[config.mk]
export PLATFORM = sky130hd
export DESIGN_NAME = mem_port_arbiter
export DESIGN_NICKNAME = d
export VERILOG_FILES = /design/src/rtl/mem_port_arbiter.sv
export SDC_FILE = /design/constraint.sdc
export NUM_CORES = 1
export LEC_CHECK = 0
export ABC_CLOCK_PERIOD_IN_PS = 1700
export CAP_MARGIN = 15
export CORE_MARGIN = 3
export CORE_UTILIZATION = 30
export CTS_BUF_LIST = sky130_fd_sc_hd__clkbuf_16
export DETAILED_ROUTE_END_ITERATION = 16
export GPL_ROUTABILITY_DRIVEN = 1
export GPL_TIMING_DRIVEN = 0
export PLACE_DENSITY_LB_ADDON = 0.3
export SLEW_MARGIN = 20
export SYNTH_ARGS = -nofsm -noshare
export SYNTH_HDL_FRONTEND = slang
export SYNTH_SLANG_ARGS = --single-unit
[constraint.sdc]
create_clock -name clock -period 1.7 [get_ports clock]
set_input_delay 0.34 -clock clock [delete_from_list [all_inputs] [get_ports clock]]
set_output_delay 0.34 -clock clock [all_outputs]
set_load 0.05 [all_outputs]
[src/rtl/mem_port_arbiter.sv]
// rtl/mem_port_arbiter.sv - two-requester arbiter for a single-port fixed-latency data memory
// One access in flight at a time; MEM stage has priority, bounded by a fetch starvation guard.

module mem_port_arbiter #(
    parameter int MEM_LATENCY    = 2,
    parameter int MAX_DATA_BURST = 3
) (
    input  logic        clock,
    input  logic        reset,
    input  logic        if_req,
    input  logic [15:0] if_addr,
    output logic [15:0] if_rdata,
    output logic        if_ready,
    output logic        if_stall,
    input  logic        mem_req,
    input  logic        mem_we,
    input  logic [15:0] mem_addr,
    input  logic [15:0] mem_wdata,
    output logic [15:0] mem_rdata,
    output logic        mem_ready,
    output logic        mem_stall,
    output logic        ram_en,
    output logic        ram_we,
    output logic [15:0] ram_addr,
    output logic [15:0] ram_wdata,
    input  logic [15:0] ram_rdata,
    output logic        busy
);

    typedef enum logic [1:0] {IDLE, ISSUE, WAIT, RESP} state_t;
    typedef enum logic [1:0] {GRANT_NONE, GRANT_FETCH, GRANT_MEM} grant_t;

    localparam logic [3:0] LAT_LOAD  = 4'(MEM_LATENCY - 1);
    localparam logic [3:0] BURST_MAX = 4'(MAX_DATA_BURST);

    state_t     state;
    grant_t     grant;
    logic [3:0] streak;
    logic [3:0] latCount;
    logic       accWe;
    logic       fetchWins;
    logic       memWins;

    assign if_stall  = if_req & ~if_ready;
    assign mem_stall = mem_req & ~mem_ready;

    always_comb begin
        fetchWins = 1'b0;
        memWins   = 1'b0;
        if (mem_req && if_req && (streak == BURST_MAX)) begin
            fetchWins = 1'b1;
        end else if (mem_req) begin
            memWins = 1'b1;
        end else if (if_req) begin
            fetchWins = 1'b1;
        end
    end

    always_ff @(posedge clock) begin
        if (reset) begin
            state     <= IDLE;
            grant     <= GRANT_NONE;
            streak    <= 4'd0;
            latCount  <= 4'd0;
            accWe     <= 1'b0;
            ram_en    <= 1'b0;
            ram_we    <= 1'b0;
            ram_addr  <= 16'd0;
            ram_wdata <= 16'd0;
            if_rdata  <= 16'd0;
            mem_rdata <= 16'd0;
            if_ready  <= 1'b0;
            mem_ready <= 1'b0;
            busy      <= 1'b0;
        end else begin
            // Strobes default low so each is a single-cycle pulse.
            ram_en    <= 1'b0;
            ram_we    <= 1'b0;
            if_ready  <= 1'b0;
            mem_ready <= 1'b0;
            case (state)
                IDLE: begin
                    if (fetchWins) begin
                        grant    <= GRANT_FETCH;
                        accWe    <= 1'b0;
                        ram_addr <= if_addr;
                        ram_en   <= 1'b1;
                        streak   <= 4'd0;
                        busy     <= 1'b1;
                        state    <= ISSUE;
                    end else if (memWins) begin
                        grant     <= GRANT_MEM;
                        accWe     <= mem_we;
                        ram_addr  <= mem_addr;
                        ram_wdata <= mem_wdata;
                        ram_en    <= 1'b1;
                        ram_we    <= mem_we;
                        busy      <= 1'b1;
                        state     <= ISSUE;
                        if (!if_req) begin
                            streak <= 4'd0;
                        end else if (streak < BURST_MAX) begin
                            streak <= streak + 4'd1;
                        end
                    end
                end
                ISSUE: begin
                    latCount <= LAT_LOAD;
                    state    <= WAIT;
                end
                WAIT: begin
                    if (latCount == 4'd0) begin
                        if (!accWe) begin
                            if (grant == GRANT_FETCH) begin
                                if_rdata <= ram_rdata;
                            end else begin
                                mem_rdata <= ram_rdata;
                            end
                        end
                        if_ready  <= (grant == GRANT_FETCH);
                        mem_ready <= (grant == GRANT_MEM);
                        state     <= RESP;
                    end else begin
                        latCount <= latCount - 4'd1;
                    end
                end
                RESP: begin
                    grant <= GRANT_NONE;
                    busy  <= 1'b0;
                    state <= IDLE;
                end
                default: begin
                    state <= IDLE;
                end
            endcase
        end
    end

endmodule

# ---- Yosys cells after proc, flatten, opt, wreduce, memory -nomap -nowiden
# Index checks and enable logic that the tools add are counted.
# W data, S select, Z words.
dict set report word_totals {
  reg_bits 82
  input_bits 69
  output_inout_bits 71
  word_cells 83
}
dict set report classes {
  n_addsub 2
  order_cmp 1
  eq_ne 10
  n_mux 27
  n_bitwise 11
  n_reduce_logical 18
}
# cell count
set op_table {}
lappend op_table {{$mux W16} 2}
lappend op_table {{$mux W4} 5}
lappend op_table {{$mux W1} 11}
lappend op_table {{$mux W2} 5}
lappend op_table {{$not A1 Y1} 9}
lappend op_table {{$pmux W2 S4} 1}
lappend op_table {{$pmux W4 S2} 1}
lappend op_table {{$reduce_and A2 Y1} 4}
lappend op_table {{$reduce_and A4 Y1} 2}
lappend op_table {{$eq A2 B2 Y1 const B} 3}
lappend op_table {{$reduce_and A3 Y1} 2}
lappend op_table {{$reduce_bool A2 Y1} 3}
lappend op_table {{$add A4 B1 Y4 const B} 1}
lappend op_table {{$eq A2 B1 Y1 const B} 2}
lappend op_table {{$eq A4 B2 Y1 const B} 1}
lappend op_table {{$logic_not A4 Y1} 1}
lappend op_table {{$lt A4 B2 Y1 const B} 1}
lappend op_table {{$ne A2 B2 Y1 const B} 2}
lappend op_table {{$pmux W2 S2} 1}
lappend op_table {{$reduce_or A4 Y1} 1}
lappend op_table {{$sub A4 B1 Y4 const B} 1}
lappend op_table {{$ne A3 B1 Y1 const B} 1}
lappend op_table {{$ne A3 B3 Y1 const B} 1}
lappend op_table {{$reduce_or A3 Y1} 1}
lappend op_table {{5 further kinds} 7}

# ---- Longest topological paths before layout
# Gate-level depths: netlist (run 1).
dict set report depth {
  depth_word 6
  mapped_depth 8
  ltp_nobuf 5
}

# ---- Worst setup path after synthesis (run 1)
# No wires, ideal clock.
dict set report synth_timing {
  kind {register to register}
  from {reg state[0]}
  to {reg if_rdata[10]}
  setup_ns 0.116
  arrival_ns 1.505
  t_required_ns 1.584
  setup_slack_ns 0.080
  stages_incl_launch_ff 8
  n_path_buf 2
  synth_period_minus_slack_ns 1.620
  path_cell_list {dfxtp_1 inv_1 ha_1 buf_6 nand4bb_4 or3_4 buf_6 a31o_1}
}
dict set report synth_between {
  elab_chain_cells 2
}
# element line
set synth_lines {}
lappend synth_lines {{from (decl)} 36} ;# state_t state;
lappend synth_lines {{from (signal assigned)} 61} ;# state <= IDLE;
lappend synth_lines {{from (signal assigned)} 90} ;# state <= ISSUE;
lappend synth_lines {{from (signal assigned)} 99} ;# state <= ISSUE;
lappend synth_lines {{$eq A2 B2 Y1} 81} ;# case (state)
lappend synth_lines {{$reduce_and A4 Y1 (no source line)} --}
lappend synth_lines {{to (signal assigned)} 115} ;# if_rdata <= ram_rdata;
lappend synth_lines {{to (decl)} 12} ;# output logic [15:0] if_rdata,
# Every way passes these cells.
# A chain may end at the register's enable or synchronous reset.

# ---- Worst setup path in the final report (run 1)
dict set report layout_timing {
  from {in if_req}
  to {out if_stall}
}
dict set report layout_between {
  elab_chain_cells 1
}
# element line
set layout_lines {}
lappend layout_lines {{from (decl)} 10} ;# input logic if_req,
lappend layout_lines {{$and A1 B1 Y1} 44} ;# assign if_stall = if_req & ~if_ready;
lappend layout_lines {{to (decl)} 14} ;# output logic if_stall,
# Every way passes these cells.

==> flow_metrics.env, run 1 <==
export IMPL_synth_async_reset_ratio=0
export IMPL_synth_edf_count=0
export IMPL_first_iter_violations=122
export IMPL_hold_end="if_rdata[12]$_SDFFE_PP0P_"
export IMPL_overflow=0
export IMPL_startpoint_type="primary input"
export IMPL_hpwlAfterDp_um=8410
export IMPL_clkTransAtPathRegs_ps=60
export IMPL_r2r_setup_slack_ps=90
export IMPL_place_congestion=0.807
export IMPL_final_layout_size_suffix_gt1_frac=0.136
export IMPL_htreeDepth=3
export IMPL_total_power_mw=7.78
export IMPL_min_path_type="reg -> reg"
export IMPL_pre_cts_ws_ps=-720
export IMPL_clock_root_buffer="clkbuf_16"
export IMPL_antenna_cells=0
export IMPL_fmax_mhz=595
export IMPL_r2r_start="state[0]$_SDFFE_PP0P_"
export IMPL_synthToLayoutAreaGrowth_pct=57.8
export IMPL_tightestPinTransition_ps=564
export IMPL_cts_path_max_buffers=2
export IMPL_ios=140
export IMPL_dr_total_vias=3560
export IMPL_synth_top_area_frac=0.469
export IMPL_firstDrtPassIters=4
export IMPL_yosysTopAreaCell="dfxtp_1"
export IMPL_avgSynthCellArea_um2=8.88
export IMPL_synth_cell_types=41
export IMPL_outcome="complete, no violations"
export IMPL_syn_area_mm2=0.00350
export IMPL_timing_final_ws_setup_ps=18.8
export IMPL_relSlewSlack=0.624
export IMPL_netlist_top_cells_area="dfxtp_1, o21ai_0, mux2i_1"
export IMPL_die_width_um=114
export IMPL_endpoint_kind="output port"
export IMPL_final_cells=698
export IMPL_finalCoreUtilization=0.496
export IMPL_core_mm2=0.0111
export IMPL_cts_made_buffers=9
export IMPL_viasPerCell=5.10
export IMPL_fin_crit_sh=0.989
export IMPL_antenna_found_initial=0
export IMPL_finalMaxSlewViolations=0
export IMPL_setup_viol=0
export IMPL_synth_cells=394
export IMPL_die_height_um=114
export IMPL_leakagePower_nw=2.45
export IMPL_r2r_end="if_rdata[7]$_SDFFE_PP0P_"
export IMPL_grt_pass1_vias=3672
export IMPL_cts_tree="done"
export IMPL_crit_start="if_req"
export IMPL_grt_max_degree=20
export IMPL_cp_max_fo=6
export IMPL_track_usage=0.173
export IMPL_hold_slack_ps=458
export IMPL_yosys_warnings=0
export IMPL_synth_flop_cell="dfxtp_1"
export IMPL_rsz0062_at_grt="yes"
export IMPL_rows=38
export IMPL_cp_arrival_ps=1340
export IMPL_ctsHoldBuffers=0
export IMPL_finClkSkew_ps=6.48
export IMPL_min_delay_start="if_rdata[12]$_SDFFE_PP0P_"
export IMPL_holdPathStages=2
export IMPL_period_minus_slack_ps=1680
export IMPL_rr_worst_depth=7
export IMPL_ant_nets=0
export IMPL_port_buffers=139
export IMPL_crit_type="in -> out"
export IMPL_dieArea_mm2=0.0130
export IMPL_final_nets=628
export IMPL_wl_um=11400
export IMPL_hold_viol_final=0
export IMPL_peakVddDrop_mv=0.817
export IMPL_drv_cap=0
export IMPL_syn_nets=469
export IMPL_wire_per_inst_um=16.4
export IMPL_ys_ff_latch=82
export IMPL_pwr_density_cell_mw_per_mm2=1410
export IMPL_clkLatencyLatePin_ps=330
export IMPL_start_util=0.314
export IMPL_remaining_drc_errors=0
export IMPL_worstPathRequired_ps=1360
export IMPL_yosysSeqAreaShare=0.469
export IMPL_grt_pass1_wl_um=18300
export IMPL_cts_sinks=82
export IMPL_dp_cells=673
==> logic make-up after synthesis <==
family | count (synthesis) | synth area share
buf+inv | 43 | 0.0558
mux | 23 | 0.0658
compound gates | 118 | 0.193
flops | 82 | 0.469
simple gates | 122 | 0.194
fa+ha+maj | 6 | 0.0215
==> cell usage after synthesis, types with 3 or more instances <==
| cell type | number |
|---|---|
| nor2_1 | 5 |
| nor3_1 | 4 |
| nand2b_1 | 12 |
| dfxtp_1 | 82 |
| ha_1 | 6 |
| nand3_1 | 34 |
| a21oi_1 | 27 |
| nor4_1 | 10 |
| a31oi_1 | 16 |
| clkbuf_1 | 21 |
| o21ai_0 | 58 |
| nor2b_1 | 4 |
| a31o_1 | 7 |
| inv_1 | 6 |
| nand2_1 | 34 |
| a31o_2 | 3 |
| mux2i_1 | 23 |
| buf_2 | 11 |
==> final cells by class <==
class | instances | area (um2)
clock inverter | 7 | 95.1
timing repair buffer | 149 | 1420
inverter | 7 | 26.3
multi-input combinational | 269 | 1720
buffer | 35 | 211
tap | 140 | 175
sequential | 82 | 1650
clock buffer | 9 | 225
fill | 1104 | 5610
==> stage by stage <==
step	cell area (um2)	TNS (ps)
floorplan	3500	0
global placement	5060	-17240
detailed placement	5060	-19650
CTS	5450	-45.3
global route	5520	-2.95
finish	5520	0
==> where the power goes <==
group	internal [mW]	leakage, nW	switching [mW]
clock network	1.29	0.161	0.774
registers	2.29	0.670	0.189
logic	1.10	1.62	2.14
==> routing by layer <==
layer / global-route usage / vias up / wire length [um]
met1: 0.212 / 1692 / 4930
met2: 0.302 / 117 / 5460
met3: 0.0515 / 9 / 945
li1: - / 1742 / -
met5: 0 / - / 0
met4: 0.0356 / 0 / 97
==> how the worst max path moves through the flow <==
stage / to / depth (start not counted) / slack (ps)
finish: if_stall / 4 / 20
global route: mem_rdata[14]$_SDFFE_PP0P_ / 6 / -3
CTS: mem_stall / 4 / -40
detailed placement: mem_stall / 4 / -720
global placement: mem_stall / 4 / -690
floorplan: if_rdata[10]$_SDFFE_PP0P_ / 7 / 80
==> sequential cells by signal (all words and copies together), names as in the netlist <==
| register | flops |
|---|---|
| state | 2 |
| if_rdata | 16 |
| ram_addr | 16 |
| mem_ready | 1 |
| ram_we | 1 |
| accWe | 1 |
| latCount | 4 |
| streak | 4 |
| busy | 1 |
| grant | 2 |
| ram_en | 1 |
| ram_wdata | 16 |
| if_ready | 1 |
| mem_rdata | 16 |
==> what timing repair did <==
action                     4_1_cts  5_1_grt
gates resized for setup        101       34
pin swaps                        8        1
cloned                           1        0
buffers inserted                 8        2
setup endpoints to repair      119       62
==> cells in the final DEF, fill, tap and decap left out, types with 2 or more instances in the layout <==
master / instances
dfxtp_1: 80
dlygate4sd2_1: 69
clkdlybuf4s50_1: 67
o21ai_0: 57
nand3_1: 34
nand2_1: 33
a21oi_1: 27
mux2i_1: 23
a31oi_1: 16
nand2b_1: 12
clkbuf_1: 10
clkbuf_2: 9
clkbuf_16: 9
buf_4: 8
buf_6: 7
buf_2: 7
nor4_1: 7
a31o_1: 7
nor2_1: 5
inv_1: 4
ha_1: 4
inv_2: 3
nor2b_1: 3
nor4_2: 3
clkbuf_4: 3
nor3_1: 3
a31o_2: 3
clkinv_4: 3
and4bb_2: 2
and3_1: 2
nand4_1: 2
o211a_1: 2
nand4b_1: 2
ha_4: 2
bufinv_16: 2
==> worst max-delay path, stage by stage <==
cell and delay, ps:
clkdlybuf4s50_1 520, buf_6 150, nor2b_1 160, buf_6 170
Power figures use the tool's default switching activity.
==> run 2: changes to the inputs <==
--- a/config.mk
+++ b/config.mk
@@ -7,7 +7,7 @@
 export LEC_CHECK = 0
 export ABC_CLOCK_PERIOD_IN_PS = 1700
 export CAP_MARGIN = 15
-export CORE_MARGIN = 3
+export CORE_MARGIN = 8
 export CORE_UTILIZATION = 30
 export CTS_BUF_LIST = sky130_fd_sc_hd__clkbuf_16
 export DETAILED_ROUTE_END_ITERATION = 16
==> flow_metrics.env, run 2 (synthesized netlist as in run 1, its figures left out) <==
export IMPL_port_buffers=139
export IMPL_dp_cells=676
export IMPL_synthToLayoutAreaGrowth_pct=57.2
export IMPL_endpoint_kind="output port"
export IMPL_die_height_um=124
export IMPL_first_iter_violations=215
export IMPL_hold_slack_ps=453
export IMPL_r2r_start="latCount[0]$_SDFFE_PP0P_"
export IMPL_cts_made_buffers=9
export IMPL_final_nets=628
export IMPL_rr_worst_depth=6
export IMPL_drv_cap=0
export IMPL_peakVddDrop_mv=0.764
export IMPL_finalMaxSlewViolations=0
export IMPL_setup_viol=0
export IMPL_dr_total_vias=3564
export IMPL_antenna_found_initial=0
export IMPL_htreeDepth=3
export IMPL_period_minus_slack_ps=1610
export IMPL_cp_slowest_stage_delay_ps=560
export IMPL_ctsHoldBuffers=0
export IMPL_finalCoreUtilization=0.481
export IMPL_firstDrtPassIters=4
export IMPL_outcome="complete, no violations"
export IMPL_cts_path_max_buffers=2
export IMPL_overflow=0
export IMPL_pre_cts_ws_ps=-745
export IMPL_leakagePower_nw=2.44
export IMPL_grt_max_degree=20
export IMPL_p_switching_mw=3.14
export IMPL_final_cells=701
export IMPL_clock_root_buffer="clkbuf_16"
export IMPL_dieArea_mm2=0.0154
export IMPL_ant_nets=0
export IMPL_die_width_um=124
export IMPL_hpwlAfterDp_um=9050
export IMPL_internal_power_mw=4.52
export IMPL_total_power_mw=7.66
export IMPL_final_common_cell="dfxtp_1"
export IMPL_crit_family="buffers and inverters"
export IMPL_cp_slowest_cell="dlygate4sd2_1"
export IMPL_switching_share=0.410
export IMPL_cp_arrival_ps=1270
export IMPL_comb_power_share=0.428
export IMPL_seq_power_share=0.324
export IMPL_worstPathRequired_ps=1360
export IMPL_start_util=0.306
export IMPL_wl_um=12200
export IMPL_place_congestion=0.776
export IMPL_clkTransAtPathRegs_ps=60
export IMPL_cp_num_buf_inv=1
export IMPL_pwr_density_cell_mw_per_mm2=1390
export IMPL_final_layout_size_suffix_gt1_frac=0.142
export IMPL_remaining_drc_errors=0
export IMPL_clkLatencyLatePin_ps=330
export IMPL_crit_type="reg -> out"
export IMPL_rsz0062_at_grt="no"
export IMPL_track_usage=0.155
export IMPL_grt_pass1_vias=3697
export IMPL_timing_final_ws_setup_ps=90.2
export IMPL_nFillCells=1114
export IMPL_r2r_setup_slack_ps=110
export IMPL_fmax_mhz=621
export IMPL_path_cells="dlygate4sd2_1"
export IMPL_cts_tree="done"
export IMPL_finClkSkew_ps=10.3
export IMPL_wire_per_inst_um=17.5
export IMPL_tightestPinTransition_ps=574
export IMPL_hold_viol_final=0
export IMPL_p_clk_frac=0.248
export IMPL_core_mm2=0.0114
export IMPL_ios=140
export IMPL_startpoint_type="flop"
export IMPL_min_path_type="reg -> reg"
export IMPL_relSlewSlack=0.613
export IMPL_holdPathStages=2
export IMPL_r2r_end="state[0]$_SDFFE_PP0P_"
export IMPL_rows=39
export IMPL_hold_end="mem_rdata[3]$_SDFFE_PP0P_"
export IMPL_cp_max_fo=2
export IMPL_viasPerCell=5.08
export IMPL_antenna_cells=0
export IMPL_cts_sinks=82
export IMPL_min_delay_start="mem_rdata[3]$_SDFFE_PP0P_"
export IMPL_layout_common_cells="dfxtp_1, dlygate4sd2_1, clkdlybuf4s50_1"
export IMPL_fin_crit_sh=0.947
export IMPL_grt_pass1_wl_um=18800
==> run 2: cell count changes in the layout (fill, tap and decap cells not counted), sizes merged <==
cell / previous run / this run
bufinv: 2 / 1
clkbuf: 31 / 32
clkinv: 5 / 3
clkinvlp: 0 / 2
dlygate4sd2: 69 / 70
inv: 7 / 8
buf: 25 / 24
clkdlybuf4s50: 67 / 66
==> run 2: repair_timing <==
item	4_1_cts	5_1_grt
cloned	2	1
setup buffers	6	2
gates resized for setup	111	30
endpoints found under the setup margin	121	55
pin swaps	5	1
==> run 2: through the flow <==
stage                     area, um2  TNS, ps
after floorplan                3500        0
after global placement         5070   -18020
after detailed placement       5070   -21550
after CTS                      5430    -65.2
after global routing           5500        0
final                          5500        0
==> run 2: cell type report <==
type / count / area, um2 / area share
inverter: 7 / 26.3 / 0.00478
multi-input combinational: 269 / 1740 / 0.316
sequential: 82 / 1650 / 0.300
clock buffer: 9 / 225 / 0.0410
tap: 143 / 179 / 0.0326
buffer: 35 / 215 / 0.0392
timing repair buffer: 149 / 1400 / 0.255
clock inverter: 7 / 62.6 / 0.0114
==> run 2: how the worst max path moves through the flow <==
stage / startpoint / end / cells past startpoint
final: mem_ready$_SDFF_PP0_ / mem_ready / 1
after global routing: state[0]$_SDFFE_PP0P_ / if_rdata[10]$_SDFFE_PP0P_ / 8
after CTS: state[0]$_SDFFE_PP0P_ / if_rdata[11]$_SDFFE_PP0P_ / 8
after detailed placement: if_req / if_stall / 4
after global placement: if_req / if_stall / 4
after floorplan: state[0]$_SDFFE_PP0P_ / if_rdata[10]$_SDFFE_PP0P_ / 7
==> run 2: tightest hold or removal path: cells and delay by family (launching register included) <==
kind / cells / cell delay (ps)
flip-flops: 1 / 300
multiplexers: 1 / 50
AND/OR/NAND/NOR: 1 / 50
==> run 2: power by group through the flow <==
stage          logic [mW]  clock network, mW  registers, mW
6_report             3.28               1.90           2.48
5_1_grt              3.52               2.01           2.53
4_1_cts              3.22               1.93           2.48
3_5_place_dp         3.25                  0           2.52
3_3_place_gp         3.20                  0           2.50
2_1_floorplan        1.12                  0           3.50
==> run 2: metal layers <==
| metal | share of wire | global-route usage |
|---|---|---|
| met5 | 0 | 0 |
| met1 | 0.42 | 0.182 |
| met4 | 0.0074 | 0.0446 |
| met2 | 0.46 | 0.251 |
| met3 | 0.11 | 0.0662 |
==> run 3: changes to the inputs <==
--- a/config.mk
+++ b/config.mk
@@ -12,7 +12,7 @@
 export CTS_BUF_LIST = sky130_fd_sc_hd__clkbuf_16
 export DETAILED_ROUTE_END_ITERATION = 16
 export GPL_ROUTABILITY_DRIVEN = 1
-export GPL_TIMING_DRIVEN = 0
+export HOLD_SLACK_MARGIN = 0.05
 export PLACE_DENSITY_LB_ADDON = 0.3
 export SLEW_MARGIN = 20
 export SYNTH_ARGS = -nofsm -noshare
==> flow_metrics.env, run 3 (synthesized netlist as in run 1, its figures left out) <==
export IMPL_min_delay_start="grant[0]$_SDFFE_PP0P_"
export IMPL_worstPathRequired_ps=1360
export IMPL_drv_cap=0
export IMPL_final_common_cell="buf_4"
export IMPL_hpwlAfterDp_um=8360
export IMPL_crit_start="if_req"
export IMPL_cts_sinks=82
export IMPL_leakagePower_nw=2.28
export IMPL_period_minus_slack_ps=1630
export IMPL_grt_pass1_vias=3638
export IMPL_first_iter_violations=196
export IMPL_pre_cts_ws_ps=-97.5
export IMPL_min_path_type="reg -> reg"
export IMPL_cp_max_fo=10
export IMPL_cp_endpoint="if_stall"
export IMPL_finalCoreUtilization=0.474
export IMPL_rr_worst_depth=5
export IMPL_final_nets=619
export IMPL_finalMaxSlewViolations=0
export IMPL_cts_made_buffers=9
export IMPL_layout_common_cells="buf_4, dfxtp_1, clkdlybuf4s50_1"
export IMPL_r2r_end="if_rdata[4]$_SDFFE_PP0P_"
export IMPL_busiest_layer="met2"
export IMPL_hold_viol_final=0
export IMPL_cts_tree="done"
export IMPL_clkLatencyLatePin_ps=330
export IMPL_startpoint_type="primary input"
export IMPL_clock_root_buffer="clkbuf_16"
export IMPL_fin_crit_sh=0.959
export IMPL_synthToLayoutAreaGrowth_pct=54.9
export IMPL_place_congestion=0.776
export IMPL_grt_util_met3=0.0721
export IMPL_antenna_found_initial=0
export IMPL_die_height_um=124
export IMPL_port_buffers=139
export IMPL_timing_final_ws_setup_ps=69.3
export IMPL_grt_pass1_wl_um=17600
export IMPL_dr_total_vias=3465
export IMPL_outcome="complete, no violations"
export IMPL_antenna_cells=0
export IMPL_cp_arrival_ps=1290
export IMPL_use_met2=0.237
export IMPL_rsz0062_at_grt="no"
export IMPL_wire_per_inst_um=16.0
export IMPL_gr_usage_met1=0.163
export IMPL_clkTransAtPathRegs_ps=60
export IMPL_endpoint_kind="output port"
export IMPL_dieArea_mm2=0.0154
export IMPL_track_usage=0.144
export IMPL_core_mm2=0.0114
export IMPL_viasPerCell=5.01
export IMPL_final_layout_size_suffix_gt1_frac=0.240
export IMPL_start_util=0.306
export IMPL_tns_ps=0
export IMPL_rows=39
export IMPL_pwr_density_cell_mw_per_mm2=1450
export IMPL_setup_viol=0
export IMPL_wl_um=11100
export IMPL_crit_type="in -> out"
export IMPL_ios=140
export IMPL_r2r_start="latCount[0]$_SDFFE_PP0P_"
export IMPL_overflow=0
export IMPL_fmax_mhz=613
export IMPL_remaining_drc_errors=0
export IMPL_finClkSkew_ps=7.62
export IMPL_firstDrtPassIters=4
export IMPL_r2r_setup_slack_ps=90
export IMPL_htreeDepth=3
export IMPL_grt_max_degree=39
export IMPL_peakVddDrop_mv=0.753
export IMPL_cts_path_max_buffers=2
export IMPL_relSlewSlack=0.769
export IMPL_ant_nets=0
export IMPL_tightestPinTransition_ps=345
export IMPL_die_width_um=124
-- run 3: changes by cell type in the layout (fill, tap and decap cells not counted), sizes merged --
| cell | change |
|---|---|
| clkbuf | -23 |
| dlygate4sd2 | -69 |
| bufinv | +1 |
| dlymetal6s2s | -1 |
| buf | +83 |
| clkdlybuf4s50 | +1 |
| clkinv | -1 |
-- run 3: timing repair --
item                       in CTS  in global routing
setup endpoints to repair       1                 27
gates resized for setup         1                  3
setup buffers                   0                  0
hold buffers                    0                  0
-- run 3: worst min path at each step --
stage	end	slack [ps]	cells after the start
after floorplan	mem_ready$_SDFF_PP0_	420	1
after global routing	mem_ready$_SDFF_PP0_	470	1
after detailed placement	mem_ready$_SDFF_PP0_	450	1
after global placement	mem_ready$_SDFF_PP0_	440	1
after CTS	mem_ready$_SDFF_PP0_	460	1
final	mem_ready$_SDFF_PP0_	460	1
-- run 3: critical path, cell delays in order --
cell and delay (ps):
clkdlybuf4s50_1 450, buf_4 150, nor2b_2 190, buf_12 150
-- run 3: layout make-up --
type	count	area [um2]
clock buffers	9	225
clock inverters	7	93.8
fillers	1122	6000
inverters	7	26.3
multi-input cells	269	1670
flip-flops and latches	82	1640
well taps	143	179
repair buffers	175	1580
-- run 3: stage by stage --
| step | hold WS [ps] | power (mW) | instances | area, um2 |
|---|---|---|---|---|
| 3_5_place_dp | 451 | 5.88 | 676 | 5090 |
| 4_1_cts | 458 | 7.96 | 692 | 5410 |
| 2_1_floorplan | 418 | 4.63 | 394 | 3500 |
| 6_report | 457 | 7.88 | 692 | 5420 |
| 5_1_grt | 469 | 8.33 | 692 | 5420 |
| 3_3_place_gp | 437 | 5.83 | 676 | 5090 |
-- run 3: per-layer routing --
layer | part of all wire | routed length (um) | vias up
met5 | 0 | 0 | -
li1 | - | - | 1714
met4 | 0.0092 | 102 | 0
met1 | 0.42 | 4670 | 1619
met2 | 0.46 | 5080 | 124
met3 | 0.11 | 1250 | 8
-- run 3: power breakdown --
group / switching, mW / internal (mW)
combinational: 2.06 / 1.26
clock: 0.774 / 1.29
sequential: 0.213 / 2.28
